**src/rtl/xbee_uart_tx.sv**
```systemverilog
// ============================================================================
//  Module   : xbee_uart_tx
//  Purpose  : FIFO-buffered UART (8N1) transmitter feeding an XBee DIN pin.
//             Define XBEE_PARITY_EN to insert an even-parity bit (8E1).
//  Revision : 1.0  initial release
// ============================================================================
`default_nettype none

module xbee_uart_tx #(
   parameter int CLKS_PER_BIT = 434,
   parameter int FIFO_DEPTH   = 16
) (
   input  logic       Clk,
   input  logic       Reset,
   input  logic       ND,
   input  logic       Eviction,
   input  logic       Sent,
   input  logic [7:0] Din,
   output logic       BusyFlag,
   output logic       DoutTx
);

   localparam int              c_CW       = $clog2(CLKS_PER_BIT);
   localparam int              c_AW       = $clog2(FIFO_DEPTH);
   localparam logic [c_CW-1:0] c_CNT_LAST = c_CW'(CLKS_PER_BIT - 1);
   localparam logic [c_AW:0]   c_FULL     = (c_AW + 1)'(FIFO_DEPTH);

   typedef enum logic [2:0] {
      IDLE   = 3'd0,
      START  = 3'd1,
      DATA   = 3'd2,
`ifdef XBEE_PARITY_EN
      PARITY = 3'd4,
`endif
      STOP   = 3'd3
   } state_t;

   logic [7:0]      mem_q [FIFO_DEPTH];
   logic [c_AW-1:0] wr_ptr_q, wr_ptr_d, rd_ptr_q, rd_ptr_d;
   logic [c_AW:0]   count_q, count_d;
   logic            busy_q;

   state_t          state_q;
   logic [c_CW-1:0] cnt_q;
   logic [2:0]      bit_q;
   logic [7:0]      shift_q;
   logic            parity_q;
   logic            dout_q;

   logic            w_push, w_pop, w_start, w_bit_end;

   assign w_push    = ND & ~busy_q & ~Eviction;
   assign w_bit_end = (cnt_q == c_CNT_LAST);
   assign w_start   = (count_q != '0) & Sent & ~Eviction;
   // Pop happens from IDLE or on the final STOP cycle so frames run back-to-back.
   assign w_pop     = w_start & ((state_q == IDLE) | ((state_q == STOP) & w_bit_end));

   always_comb begin
      wr_ptr_d = wr_ptr_q;
      rd_ptr_d = rd_ptr_q;
      count_d  = count_q;
      if (Eviction) begin
         wr_ptr_d = '0;
         rd_ptr_d = '0;
         count_d  = '0;
      end else begin
         if (w_push) wr_ptr_d = wr_ptr_q + 1'b1;
         if (w_pop)  rd_ptr_d = rd_ptr_q + 1'b1;
         if (w_push && !w_pop)      count_d = count_q + 1'b1;
         else if (!w_push && w_pop) count_d = count_q - 1'b1;
      end
   end

   always_ff @(posedge Clk) begin
      if (Reset) begin
         wr_ptr_q <= '0;
         rd_ptr_q <= '0;
         count_q  <= '0;
         busy_q   <= 1'b0;
      end else begin
         wr_ptr_q <= wr_ptr_d;
         rd_ptr_q <= rd_ptr_d;
         count_q  <= count_d;
         busy_q   <= (count_d == c_FULL);
      end
   end

   always_ff @(posedge Clk) begin
      if (w_push) mem_q[wr_ptr_q] <= Din;
   end

   always_ff @(posedge Clk) begin
      if (Reset) begin
         state_q  <= IDLE;
         cnt_q    <= '0;
         bit_q    <= '0;
         shift_q  <= '0;
         parity_q <= 1'b0;
         dout_q   <= 1'b1;
      end else begin
         case (state_q)
            IDLE: begin
               cnt_q  <= '0;
               dout_q <= 1'b1;
               if (w_pop) begin
                  shift_q  <= mem_q[rd_ptr_q];
                  parity_q <= ^mem_q[rd_ptr_q];
                  dout_q   <= 1'b0;
                  state_q  <= START;
               end
            end
            START: begin
               if (w_bit_end) begin
                  cnt_q   <= '0;
                  bit_q   <= '0;
                  dout_q  <= shift_q[0];
                  state_q <= DATA;
               end else begin
                  cnt_q <= cnt_q + 1'b1;
               end
            end
            DATA: begin
               if (w_bit_end) begin
                  cnt_q <= '0;
                  if (bit_q == 3'd7) begin
`ifdef XBEE_PARITY_EN
                     dout_q  <= parity_q;
                     state_q <= PARITY;
`else
                     dout_q  <= 1'b1;
                     state_q <= STOP;
`endif
                  end else begin
                     bit_q   <= bit_q + 1'b1;
                     shift_q <= shift_q >> 1;
                     dout_q  <= shift_q[1];
                  end
               end else begin
                  cnt_q <= cnt_q + 1'b1;
               end
            end
`ifdef XBEE_PARITY_EN
            PARITY: begin
               if (w_bit_end) begin
                  cnt_q   <= '0;
                  dout_q  <= 1'b1;
                  state_q <= STOP;
               end else begin
                  cnt_q <= cnt_q + 1'b1;
               end
            end
`endif
            STOP: begin
               if (w_bit_end) begin
                  cnt_q <= '0;
                  if (w_pop) begin
                     shift_q  <= mem_q[rd_ptr_q];
                     parity_q <= ^mem_q[rd_ptr_q];
                     dout_q   <= 1'b0;
                     state_q  <= START;
                  end else begin
                     dout_q  <= 1'b1;
                     state_q <= IDLE;
                  end
               end else begin
                  cnt_q <= cnt_q + 1'b1;
               end
            end
            default: begin
               cnt_q   <= '0;
               dout_q  <= 1'b1;
               state_q <= IDLE;
            end
         endcase
      end
   end

   assign BusyFlag = busy_q;
   assign DoutTx   = dout_q;

endmodule

`default_nettype wire

```
**config.mk**
```make
export PLATFORM = sky130hd
export DESIGN_NAME = xbee_uart_tx
export DESIGN_NICKNAME = d
export VERILOG_FILES = /design/src/rtl/xbee_uart_tx.sv
export SDC_FILE = /design/constraint.sdc
export NUM_CORES = 1
export LEC_CHECK = 0
export CAP_MARGIN = 20
export CORE_UTILIZATION = 40
export CTS_CLUSTER_SIZE = 20
export DETAILED_ROUTE_END_ITERATION = 6
export REMOVE_ABC_BUFFERS = 1
export SYNTH_ARGS = -nofsm -noshare
export SYNTH_HDL_FRONTEND = slang
export SYNTH_SLANG_ARGS = --single-unit
```
**constraint.sdc**
```tcl
create_clock -name Clk -period 5.35 [get_ports Clk]
set_clock_uncertainty 0.15 [all_clocks]
set_input_delay 1.07 -clock Clk [delete_from_list [all_inputs] [get_ports Clk]]
set_output_delay 1.07 -clock Clk [all_outputs]
set_load 0.02 [all_outputs]
```
==> impl_metrics.toml, run 1 <==
[run_status]
outcome = "finished, final reports clean"

[sta]
hold_violations = 0
finalCritPeriodShare_pct = 56.84
maxSlewHeadroom_pct = 29.67
setup_viol = 0
setup_tns_ns = 0
fin_crit_ns = 3.041
tightest_slew_ns = 1.055
slew_violations = 0
timing.fmax_mhz = 328.9
rsz0062_at_grt = "no"

[grt]
grt_antenna_before_repair = 0
grt_overflow = 0
use_met1_pct = 21.40
grtUsageTotal_pct = 16.27
first_global_vias = 3715
gr-usage-met3_pct = 3.915
top_usage_layer = "met2"
grt_max_degree = 33
grt_pass1_wl_mm = 21.38
use_met2_pct = 26.02

[cells_and_area]
final_common_cell = "edfxtp_1"
num_antenna_cells = 0
utilization_pct = 46.28
final_cell_mix = "edfxtp_1, nor2_1, dfxtp_1"
syn_to_final_growth_pct = 12.47
drive_gt1_share_pct = 15.19
nNetsFinal = 492

[floorplanning]
ios = 15
dieArea_mm2 = 0.01846
chipHeight_um = 135.9
rows = 48
core-area_mm2 = 0.01742
die_x_um = 135.9
initial_core_util_pct = 41.15

[synthesis]
ys_async_sr_fraction_pct = 0
ys_seq_area_share_pct = 65.08
synth_fa_ha_area_share_pct = 3.142
syn_inst = 441
syn_area_per_cell_um2 = 16.25
synth_compound_area_share_pct = 5.045
yosys.area_share.xor_xnor_pct = 1.955
synth_cell_types = 55
ys.flop_type = "edfxtp_1"
synth_top_family_by_area = "multiplexers"
synth_simple_gate_area_share_pct = 7.699
synthMuxAreaShare_pct = 14.79
netlist_area_mm2 = 0.007167
yosys_warnings = 0
synth_edf_count = 128
synth_seq_cells = 169

[clock_network]
clockBufferDepth = 2
path_clk_slew_ns = 0.06
ctsResizeCount = 0
cts_tree = "yes"
post_cts_buffers = 0
clock_latency_ns = 0.43
numCtsBuffers = 17
htreeDepth = 4
clock-sinks = 169
cts-root-buf = "clkbuf_16"
ctsHoldBuffers = 0

[worst_setup_path]
critPathMaxStageDelay_ns = 0.59
critPathMaxFanout = 10
critPathArrivalTime_ns = 2.95
r2r_slack_ns = 2.39
reg2reg_depth = 5
worst_path_most_repeated_cell = "nor2b_1"
endpoint_kind = "flip-flop"
path_class = "input port to flip-flop"
critical-path-slowest-cell = "nor2_1"
start_kind = "input port"
crit_required_ns = 5.26
worstPathCellList = "clkdlybuf4s50_1 -> nor2b_1 -> nor2b_1 -> buf_4 -> nand2_1 -> nor2_1"

[job]
maxCapViolCount = 0

[pwr]
cellLeakagePower_nw = 2.559
p_sw_w = 0.0006206
p_int_w = 0.002134
comb_power_share_pct = 6.0
clkPwrFrac_pct = 41.8
peakVddDrop_v = 0.0002331
seq_power_share_pct = 52.2
pwr_density_cell_mw_per_mm2 = 341.7
p_sw_share_pct = 22.53

[worst_hold_path]
hp-class = "flip-flop to flip-flop"
holdPathStages = 1

[drt]
viasPerCell = 5.363
wire_per_inst_um = 20.03
vias = 3749
routed_wl_mm = 14.00
ant_nets = 0
first_pass_iters = 4
drt_iter0_drc = 301
drcViolationCount = 0

[placed_design]
gp_congestion = 0.7681
port-buffer-count = 14
dp_hpwl_mm = 9.265
cell families (layout without fill, tap and decap cells):
logic type	Yosys count	count (layout)
compound gates	42	42
xor+xnor	16	16
fa+ha+maj	18	18
buf+inv	28	61
flops	169	169
mux	54	54
simple gates	114	114
layer usage:
layer	vias to the layer above	share of wire, %
met2	65	49
met4	0	1.5
met1	1901	45
met5	-	0
li1	1765	-
met3	18	4.1
synth_stat cells (5+ instances only):
cell type | count | area [um2]
ha_1 | 18 | 225.2
xnor2_1 | 8 | 70.07
mux2i_1 | 11 | 110.1
nor2b_1 | 5 | 31.28
xor2_1 | 8 | 70.07
mux4_2 | 16 | 360.4
nand2_1 | 17 | 63.81
dfxtp_1 | 41 | 820.8
a221oi_2 | 5 | 75.07
clkbuf_1 | 8 | 30.03
edfxtp_1 | 128 | 3844
nor2_1 | 56 | 210.2
nor3_1 | 7 | 35.03
mux4_1 | 19 | 499.2
a211oi_1 | 5 | 37.54
inv_1 | 9 | 33.78
mux2_2 | 7 | 78.83
a21oi_1 | 5 | 25.02
critical path: cells and delay by family:
kind	cells	cell delay [ns]
buf+inv	2	0.65
simple gates	4	1.22
flip-flops by register name (all words and copies together) (netlist names), named ones only:
signal    flops
cnt_q         9
shift_q       8
wr_ptr_q      4
mem_q       128
DoutTx        1
BusyFlag      1
bit_q         3
count_q       5
state_q       2
rd_ptr_q      4
worst paths after layout:
check	startpoint	to
worst min register to register	cnt_q[0]	cnt_q[0]
worst max register to register	flip-flop	shift_q[0]
worst min-delay path	cnt_q[0]	cnt_q[0]
worst max-delay path	ND	mem_q[11][7]
power groups by stage:
stage	Clock, W	Combinational, W	Sequential (W)
after floorplan	0	0.000104	0.00147
after detailed placement	0	0.000165	0.00147
after CTS	0.00117	0.000167	0.00144
after global routing	0.00122	0.000185	0.00144
final	0.00115	0.000165	0.00144
after global placement	0	0.000163	0.00147
per-stage QoR:
stage	cell area [um2]	hold slack [ns]	total power [W]	cells	setup WS, ns
final	8060	0.3313	0.002754	699	2.309
after global routing	8060	0.3577	0.002843	699	2.174
after CTS	8060	0.3417	0.002775	699	2.331
after detailed placement	7505	0.3265	0.001633	667	1.886
after global placement	7505	0.2920	0.001630	667	1.972
after floorplan	7037	0.2795	0.001570	422	2.219
cell type report:
type,count,area [um2]
clock buffers,18,429.2
multi-input cells,244,2338
well taps,225,281.5
clock inverters,14,126.4
fillers,1504,9356
inverters,9,33.78
repair buffers,20,185.2
flip-flops and latches,169,4666
(Power assumes the default switching activity.)
==> run 2, diff against run 1 <==
==> constraint.sdc (replaced) <==
create_clock -name Clk -period 3 [get_ports Clk]
set_clock_uncertainty 0.15 [all_clocks]
set_input_delay 0.6 -clock Clk [delete_from_list [all_inputs] [get_ports Clk]]
set_output_delay 0.6 -clock Clk [all_outputs]
set_load 0.02 [all_outputs]
==> impl_metrics.toml, run 2 (same netlist as run 1, synthesis figures left out) <==
[pwr]
pwr_density_cell_mw_per_mm2 = 597.3
finalPower_w = 0.004943
cellLeakagePower_nw = 2.710
peakVddDrop_v = 0.0004234

[floorplanning]
ios = 15
chipHeight_um = 135.9
core-area_mm2 = 0.01742
dieArea_mm2 = 0.01846
die_x_um = 135.9
rows = 48
initial_core_util_pct = 41.15

[clock_network]
numCtsBuffers = 17
path_clk_slew_ns = 0.06
cts-root-buf = "clkbuf_16"
clock_latency_ns = 0.42
htreeDepth = 4
cts_tree = "yes"
ctsResizeCount = 0
clock-sinks = 169
clockBufferDepth = 2
post_cts_buffers = 0
ctsHoldBuffers = 0

[drt]
viasPerCell = 5.236
routed_wl_mm = 13.34
vias = 3796
wire_per_inst_um = 18.40
first_pass_iters = 4
drt_iter0_drc = 269
drcViolationCount = 0
ant_nets = 0

[worst_setup_path]
crit_required_ns = 3.15
r2r_slack_ns = 0.57
timing.rr.end = "shift_q[0]"
critPathMaxFanout = 14
start_kind = "flip-flop"
path_class = "flip-flop to flip-flop"
reg2reg_depth = 5
critPathArrivalTime_ns = 2.59
endpoint_kind = "flip-flop"

[grt]
grtUsageTotal_pct = 16.15
grt_max_degree = 18
grt_antenna_before_repair = 0
first_global_vias = 3902
grt_pass1_wl_mm = 21.42
grt_overflow = 0

[worst_hold_path]
holdPathStages = 1
min_from = "cnt_q[0]"
hold_end = "cnt_q[0]"
hp-class = "flip-flop to flip-flop"

[sta]
finalCritPeriodShare_pct = 81.06
rsz0062_at_grt = "no"
setup_viol = 0
hold_violations = 0
fin_crit_ns = 2.432
tightest_slew_ns = 0.5781
maxSlewHeadroom_pct = 61.34
setup_tns_ns = 0
timing.fmax_mhz = 411.2
slew_violations = 0

[placed_design]
port-buffer-count = 14
gp_congestion = 0.7933
dpl_cell_area_mm2 = 0.007712
dp_hpwl_mm = 9.025
placed_cells = 693

[run_status]
outcome = "finished, final reports clean"

[cells_and_area]
drive_gt1_share_pct = 20.00
top_regs = "mem_q x128, cnt_q x9, shift_q x8"
top_register = "mem_q"
final-instance-count-excl-fill = 725
finalInstanceArea_mm2 = 0.008277
nNetsFinal = 518
final_common_cell = "edfxtp_1"
num_antenna_cells = 0
utilization_pct = 47.52
largest_register_ffs = 128
syn_to_final_growth_pct = 15.49
final_cell_mix = "edfxtp_1, nor2_1, dfxtp_1"

[job]
maxCapViolCount = 0
[run 2: cell types whose count changed in the layout (fill, tap and decap cells not counted), sizes merged]
cell	previous run	this run
clkinv	9	4
buf	6	32
inv	11	16
[run 2: cell type report]
class | count | area [um2]
flip-flops and latches | 169 | 4666
clock buffers | 18 | 429.2
multi-input cells | 244 | 2338
well taps | 225 | 281.5
inverters | 9 | 33.78
fillers | 1464 | 9140
clock inverters | 14 | 135.1
repair buffers | 46 | 392.9
[run 2: worst max path at each step]
stage / endpoint / slack (ns) / depth (start not counted)
final: shift_q[0] / 0.57 / 5
after detailed placement: shift_q[0] / 0.25 / 7
after global routing: shift_q[6] / 0.44 / 5
after floorplan: shift_q[0] / 0.03 / 5
after global placement: shift_q[0] / 0.28 / 7
after CTS: shift_q[6] / 0.54 / 5
[run 2: power by group]
| group | internal, W | total, W | leakage, nW | switching [W] |
|---|---|---|---|---|
| logic | 0.000126 | 0.000296 | 0.953 | 0.000171 |
| clock network | 0.00116 | 0.00208 | 0.272 | 0.000923 |
| registers | 0.00254 | 0.00256 | 1.48 | 0.0000225 |
[run 2: metal layers]
metal  share of wire (%)  track usage (%)  up-vias
li1                    -                -     1810
met1                  45            21.03     1906
met2                  50            25.79       68
met3                 4.3            4.251       12
met4                 1.1            6.358        0
met5                   0                0        -
[run 2: metrics by stage]
| step | hold WS [ns] | setup slack [ns] |
|---|---|---|
| floorplan | 0.2795 | 0.02769 |
| CTS | 0.3220 | 0.5429 |
| global route | 0.3453 | 0.4415 |
| finish | 0.3155 | 0.5682 |
| detailed placement | 0.3070 | 0.2458 |
| global placement | 0.2924 | 0.2790 |
[run 2: critical path, stage by stage, from the launching register on]
cell	delay (ns)
dfxtp_2	0.62
mux4_1	0.65
mux4_2	0.53
nor2b_1	0.15
mux2i_1	0.12
a21oi_1	0.08
